### src/rtl/instr_sequencer.sv
// Micro-sequencer that steps an 8-bit instruction through fetch, decode and
// per-class execute states; outputs are all registered.
module instr_sequencer #(
    parameter int CYCLE_W = 4
) (
    input  logic               clk,
    input  logic               reset,
    input  logic [7:0]         instruction,
    input  logic               flag_zero,
    input  logic               flag_carry,
    output logic [7:0]         state,
    output logic [CYCLE_W-1:0] cycle,
    output logic [3:0]         opcode,
    output logic               halted
);

    typedef enum logic [7:0] {
        FETCH_ADDR = 8'h01,
        FETCH_INST = 8'h02,
        DECODE     = 8'h03,
        ALU_EXEC   = 8'h10,
        ALU_STORE  = 8'h11,
        IMM_ADDR   = 8'h20,
        SET_REG    = 8'h21,
        JMP_ADDR   = 8'h30,
        JMP_LOAD   = 8'h31,
        SKIP       = 8'h32,
        HALT       = 8'hFE,
        NEXT       = 8'hFF
    } state_t;

    state_t cur;
    state_t nxt;

    // Flags and the live opcode only influence the path out of DECODE.
    function automatic state_t next_state(input state_t s, input logic [3:0] op,
                                          input logic fz, input logic fc);
        state_t n;
        n = FETCH_ADDR;
        case (s)
            FETCH_ADDR: n = FETCH_INST;
            FETCH_INST: n = DECODE;
            DECODE: begin
                case (op)
                    4'h1:                      n = IMM_ADDR;
                    4'h2:                      n = JMP_ADDR;
                    4'h3:                      n = fz ? JMP_ADDR : SKIP;
                    4'h8:                      n = fc ? JMP_ADDR : SKIP;
                    4'h4, 4'h5, 4'h6, 4'h7:    n = ALU_EXEC;
                    4'hF:                      n = HALT;
                    default:                   n = NEXT;
                endcase
            end
            ALU_EXEC:  n = ALU_STORE;
            ALU_STORE: n = NEXT;
            IMM_ADDR:  n = SET_REG;
            SET_REG:   n = NEXT;
            JMP_ADDR:  n = JMP_LOAD;
            JMP_LOAD:  n = NEXT;
            SKIP:      n = NEXT;
            HALT:      n = HALT;
            NEXT:      n = FETCH_ADDR;
            default:   n = FETCH_ADDR;
        endcase
        return n;
    endfunction

    assign nxt   = next_state(cur, instruction[7:4], flag_zero, flag_carry);
    assign state = cur;

    always_ff @(posedge clk) begin
        if (reset) begin
            cur    <= FETCH_ADDR;
            cycle  <= '0;
            opcode <= 4'h0;
            halted <= 1'b0;
        end else begin
            cur    <= nxt;
            halted <= (nxt == HALT);
            if (nxt == FETCH_ADDR)
                cycle <= '0;
            else if (cycle != '1)
                cycle <= cycle + 1'b1;
            if (cur == DECODE)
                opcode <= instruction[7:4];
        end
    end

endmodule
### config.mk
export PLATFORM = sky130hd
export DESIGN_NAME = instr_sequencer
export DESIGN_NICKNAME = d
export VERILOG_FILES = /design/src/rtl/instr_sequencer.sv
export SDC_FILE = /design/constraint.sdc
export NUM_CORES = 1
export LEC_CHECK = 0
export ABC_AREA = 0
export CAP_MARGIN = 0
export CORE_MARGIN = 1.5
export CORE_UTILIZATION = 42
export DETAILED_ROUTE_END_ITERATION = 8
export PLACE_DENSITY = 0.78
export SYNTH_ARGS = -nofsm -noshare
export SYNTH_HDL_FRONTEND = slang
export SYNTH_SLANG_ARGS = --single-unit
### constraint.sdc
create_clock -name clk -period 1.75 [get_ports clk]
set_input_delay 0.35 -clock clk [delete_from_list [all_inputs] [get_ports clk]]
set_output_delay 0.35 -clock clk [all_outputs]
set_load 0.1 [all_outputs]
# Word-level counts from Yosys, hierarchy flattened
# Cells that the tools add are included.
# W data, S select, Z words.
# word_totals
regBits	17
in_bits	12
output_inout_bits	17
elab_cells	35
# op_classes
n_addsub	1
eq_ne	23
n_mux	4
n_reduce_logical	3
# ops
op	count
$pmux W8 S8	1
$pmux W8 S6	1
$eq A8 B6 Y1 const B	5
$eq A4 B3 Y1 const B	4
$eq A8 B1 Y1 const B	2
$eq A8 B2 Y1 const B	2
$eq A8 B5 Y1 const B	2
$eq A8 B8 Y1 const B	2
$eq A4 B2 Y1 const B	2
$eq A4 B4 Y1 const B	2
$reduce_or A4 Y1	2
$add A4 B1 Y4 const B	1
$eq A4 B1 Y1 const B	1
$mux W2	2
$ne A4 B4 Y1 const B	1
$reduce_or A2 Y1	1

# Depth between registers and ports, before layout
# depth
depth_word	6
mapped_depth	5
depth_no_buf	4

# Worst setup path after synthesis
# OpenSTA, ideal clock, no wires.
# synth_timing
path_type	reg2reg
start	register cur[1], in the netlist state[1]
end	register cycle[3]
setup_time_ps	103
arrival_time_ps	1958
required_time_ps	1647
slack_ps	-311
stages_incl_launch_ff	6
n_path_buf	1
synth_period_minus_slack_ps	2061
cell_sequence	dfxtp_1 > clkbuf_2 > and3b_1 > o21ai_0 > o21a_1 > a2111oi_2
# synth_via
elab_chain_cells	5
word_cells_on_any_way	15
classes_between	eq/ne (12); mux (1); reduce/logical (2)
# synth_lines
element	line	text
start, declared	32	state_t cur;
start signal, assigned	78	cur <= nxt;
$eq A8 B6 Y1 or $eq A8 B5 Y1 (tied branches)	40	case (s)
$reduce_or A4 Y1 (no source line)	n/a	
$pmux W8 S8 (*)	40	
$eq A8 B1 Y1 (*)	80	if (nxt == FETCH_ADDR)
$reduce_or A2 Y1 (no source line) (*)	n/a	
end signal, assigned	83	cycle <= cycle + 1'b1;
end, declared	12	output logic [CYCLE_W-1:0] cycle,
# Mark *: on every way between the ends. The rest lies on a longest branch, timed or not.
# A chain may end at the register's enable or synchronous reset.

# Worst setup path after layout
# layout_timing
start	input port instruction[5]
end	register cur[1], in the netlist state[1]
# layout_via
elab_chain_cells	4
word_cells_on_any_way	12
classes_between	eq/ne (9); mux (2); reduce/logical (1)
# layout_lines
element	line	text
start, declared	8	input logic [7:0] instruction,
$eq A4 B3 Y1	44	case (op)
$reduce_or A4 Y1	44	
$pmux W8 S6 (*)	44	
$pmux W8 S8 (*)	40	
# Marks and branches as above.

==> results.json <==
{
  "outcome": "finished clean",
  "final_hold_viol_count": 0,
  "clock_tree_sinks": 14,
  "drt_iter0_markers": 15,
  "mappedNetlistNets": 100,
  "critPathKind": "in2reg",
  "totalWireLength_um": 2120,
  "timing.final.setup_violations": 0,
  "placementRows": 15,
  "drt-met1-wl_um": 910,
  "grt.total_usage_pct": 22.3,
  "met3WireLength_um": 85,
  "least_margin_pin_slew_ns": 0.378,
  "insertion_delay_ns": 0.30,
  "placement.io_buffers": 24,
  "critPathArrivalTime_ns": 1.80,
  "yosysTopAreaCellShare_pct": 36.2,
  "route.detailed.drc": 0,
  "reg2reg_setup_slack_ns": 0.22,
  "worstReg2RegStart": "state[5]$_SDFF_PP0_",
  "hpwl_um": 1530,
  "antenna_found_initial": 0,
  "core_sq_um": 1730,
  "fraction_of_final_layout_cells_with_drive_strength_greater_than_1_pct": 38.3,
  "gpl.final_weighted_congestion": 0.788,
  "pin_count_of_the_biggest_net_entering_global_routing": 12,
  "hold_class": "reg2reg",
  "layout_worst_path_cycle_share_pct": 92.5,
  "clock_tree.root_cell": "clkbuf_4",
  "synth.ff_latch_count": 14,
  "layout.nets": 129,
  "final-max-slew-violation-count": 0,
  "postCtsSetupRepairBufs": 0,
  "dr_total_vias": 794,
  "finalCoreUtilization_pct": 74.6,
  "number_of_enable_flip_flop_cells_after_synthesis": 0,
  "cts_buffers": 3,
  "rsz0062_at_grt": "no",
  "layout_stage_area_growth_over_the_synthesis_result_pct": 66.4,
  "critical_path_capture_point_type": "flip-flop",
  "worstPathCellList": "clkdlybuf4s50_1 -> o31a_1 -> o2111ai_1 -> a21oi_2 -> a41o_1",
  "detail_route.wl_per_cell_um": 15.1,
  "initial_utilization_pct": 44.9,
  "clock_tree.buffer_depth": 2,
  "tritoncts": "built",
  "cpLargestDelayFamily": "compound AO/OA/AOI/OAI gates",
  "placed_cells_incl_taps": 136,
  "yosysWarnings": 0,
  "synth-seq-area-share_pct": 36.2,
  "worst_setup_hold_path_clk_slew_ns": 0.10,
  "ioPinCount": 29,
  "worst-path-max-fanout": 6,
  "drt_first_pass_iters": 4,
  "diodes": 0,
  "grt.overflow.total": 0,
  "post_layout_nonfiller_instances": 140,
  "cpMaxStageDelayCell": "clkdlybuf4s50_1",
  "finalClockSkew_ns": 0.0127,
  "synth_flop_type": "dfxtp_1",
  "crit_start": "instruction[5]",
  "dpl-instance-area_sq_um": 1240,
  "number_of_standard_cells_after_synthesis": 87,
  "cp_slowest_stage_delay_ns": 0.51,
  "yosysUniqueCellTypes": 38,
  "die_height_um": 45.9,
  "synth_largest_area_cell": "dfxtp_1",
  "synth.top_cells.by_area": "dfxtp_1, mux2i_1, nor2_1",
  "cts.htree.levels": 1,
  "die_width_um": 45.9,
  "mappedNetlistArea_sq_um": 774,
  "slew_limit_headroom_pct": 74.7,
  "synth-async-reset-ratio_pct": 0,
  "first_pass_grt_wire_length_um": 3350,
  "reg2reg_to": "state[5]$_SDFF_PP0_",
  "timing.hold.worst_path_depth": 2,
  "timing.reg2reg.worst_path_depth": 4,
  "fp.dieArea_sq_um": 2110,
  "route.top_layer_used": "met4",
  "cap_violations": 0,
  "timing.critical_path.buf_inv": 1,
  "final.hold.worst_slack_ns": 0.562,
  "synth.avg_cell_area_sq_um": 8.90,
  "worstSetupEndpoint": "state[1]$_SDFF_PP0_",
  "first_global_vias": 722,
  "worstPathRequired_ns": 1.93,
  "design_area_sq_um": 1290,
  "drt.antenna.violating_nets": 0,
  "cp-start-kind": "primary input",
  "routed_wl_met2_um": 1060,
  "timing.final.crit_period_ns": 1.62,
  "fmax_ghz": 0.618,
  "viasPerCell": 5.67,
  "worstSetupPathDepth": 5
}
-- sequential cells by signal (all words and copies together), names as in the netlist --
signal / cells
halted: 1
opcode: 4
state: 5
cycle: 4
-- worst min path at each step --
stage	slack [ns]	endpoint	start
4_1_cts	0.57	opcode[2]$_SDFFE_PP0P_	opcode[2]$_SDFFE_PP0P_
3_3_place_gp	0.54	opcode[1]$_SDFFE_PP0P_	opcode[1]$_SDFFE_PP0P_
5_1_grt	0.60	opcode[2]$_SDFFE_PP0P_	opcode[2]$_SDFFE_PP0P_
6_report	0.56	opcode[0]$_SDFFE_PP0P_	opcode[0]$_SDFFE_PP0P_
2_1_floorplan	0.43	cycle[3]$_SDFFE_PP0P_	reset
3_5_place_dp	0.55	opcode[2]$_SDFFE_PP0P_	opcode[2]$_SDFFE_PP0P_
-- cell type report --
| class | count | area, sq um |
|---|---|---|
| repair buffers | 34 | 485 |
| multi-input cells | 61 | 439 |
| fillers | 128 | 438 |
| flip-flops and latches | 14 | 289 |
| clock buffers | 4 | 36.3 |
| well taps | 25 | 31.3 |
| inverters | 2 | 7.51 |
-- cells in the mapped netlist, types with 2 or more instances --
cell type	n
a21oi_1	2
a31oi_1	4
and3_1	2
buf_2	2
buf_4	4
clkbuf_1	2
dfxtp_1	14
inv_1	2
mux2i_1	5
nand2_1	2
nand3_1	2
nor2_1	9
nor2b_1	3
nor3_1	3
nor4_1	2
nor4bb_1	2
o2111ai_1	2
o21ai_0	3
o21bai_1	3
-- per-stage QoR --
step | setup TNS [ns] | setup WS (ns)
after floorplan | 0 | 0.0554
after global placement | -0.315 | -0.123
after detailed placement | -0.562 | -0.185
after CTS | 0 | 0.102
after global routing | 0 | 0.0575
final | 0 | 0.131
-- metal layers --
layer	global-route usage [%]	vias to the layer above
met1	27.6	381
met5	0	-
met4	12.0	0
li1	-	376
met2	36.7	30
met3	3.17	7
-- what timing repair did --
item                                    4_1_cts  5_1_grt
endpoints found under the setup margin        0        2
resized for setup                             0        3
hold buffers                                  0        0
-- kinds of logic (layout without fill, tap and decap cells) --
logic type / Yosys count / after routing / synth area share (%)
muxes: 5 / 5 / 6.46
and+or+nand+nor: 32 / 32 / 23.7
AOI/OAI and AO/OA: 22 / 22 / 21.6
buffers and inverters: 12 / 40 / 9.21
adders and majority gates: 1 / 1 / 1.62
DFF: 14 / 14 / 36.2
xor gates and xnor gates: 1 / 1 / 1.13
-- layout by cell type (no fill, tap or decap), types with 2 or more instances in the layout --
| cell type | instances |
|---|---|
| nand2_1 | 2 |
| dfxtp_2 | 7 |
| mux2i_1 | 5 |
| buf_12 | 17 |
| nor3_1 | 3 |
| nor2b_1 | 3 |
| inv_1 | 2 |
| o21bai_1 | 3 |
| dfxtp_1 | 7 |
| nor2_1 | 9 |
| nor4bb_1 | 2 |
| clkdlybuf4s50_1 | 7 |
| o2111ai_1 | 2 |
| buf_4 | 10 |
| nand3_1 | 2 |
| o21ai_0 | 3 |
| a31oi_1 | 4 |
| and3_1 | 2 |
| clkbuf_4 | 3 |
-- worst register-to-register path, cell delays in order (launching register included) --
cell and delay [ns]:
dfxtp_2 0.38, nor2_1 0.33, and3_1 0.38, o21ai_0 0.15, a31oi_1 0.21
Power is not shown: default switching activity piles up to over one toggle a cycle in this logic, so the estimate is an artifact.
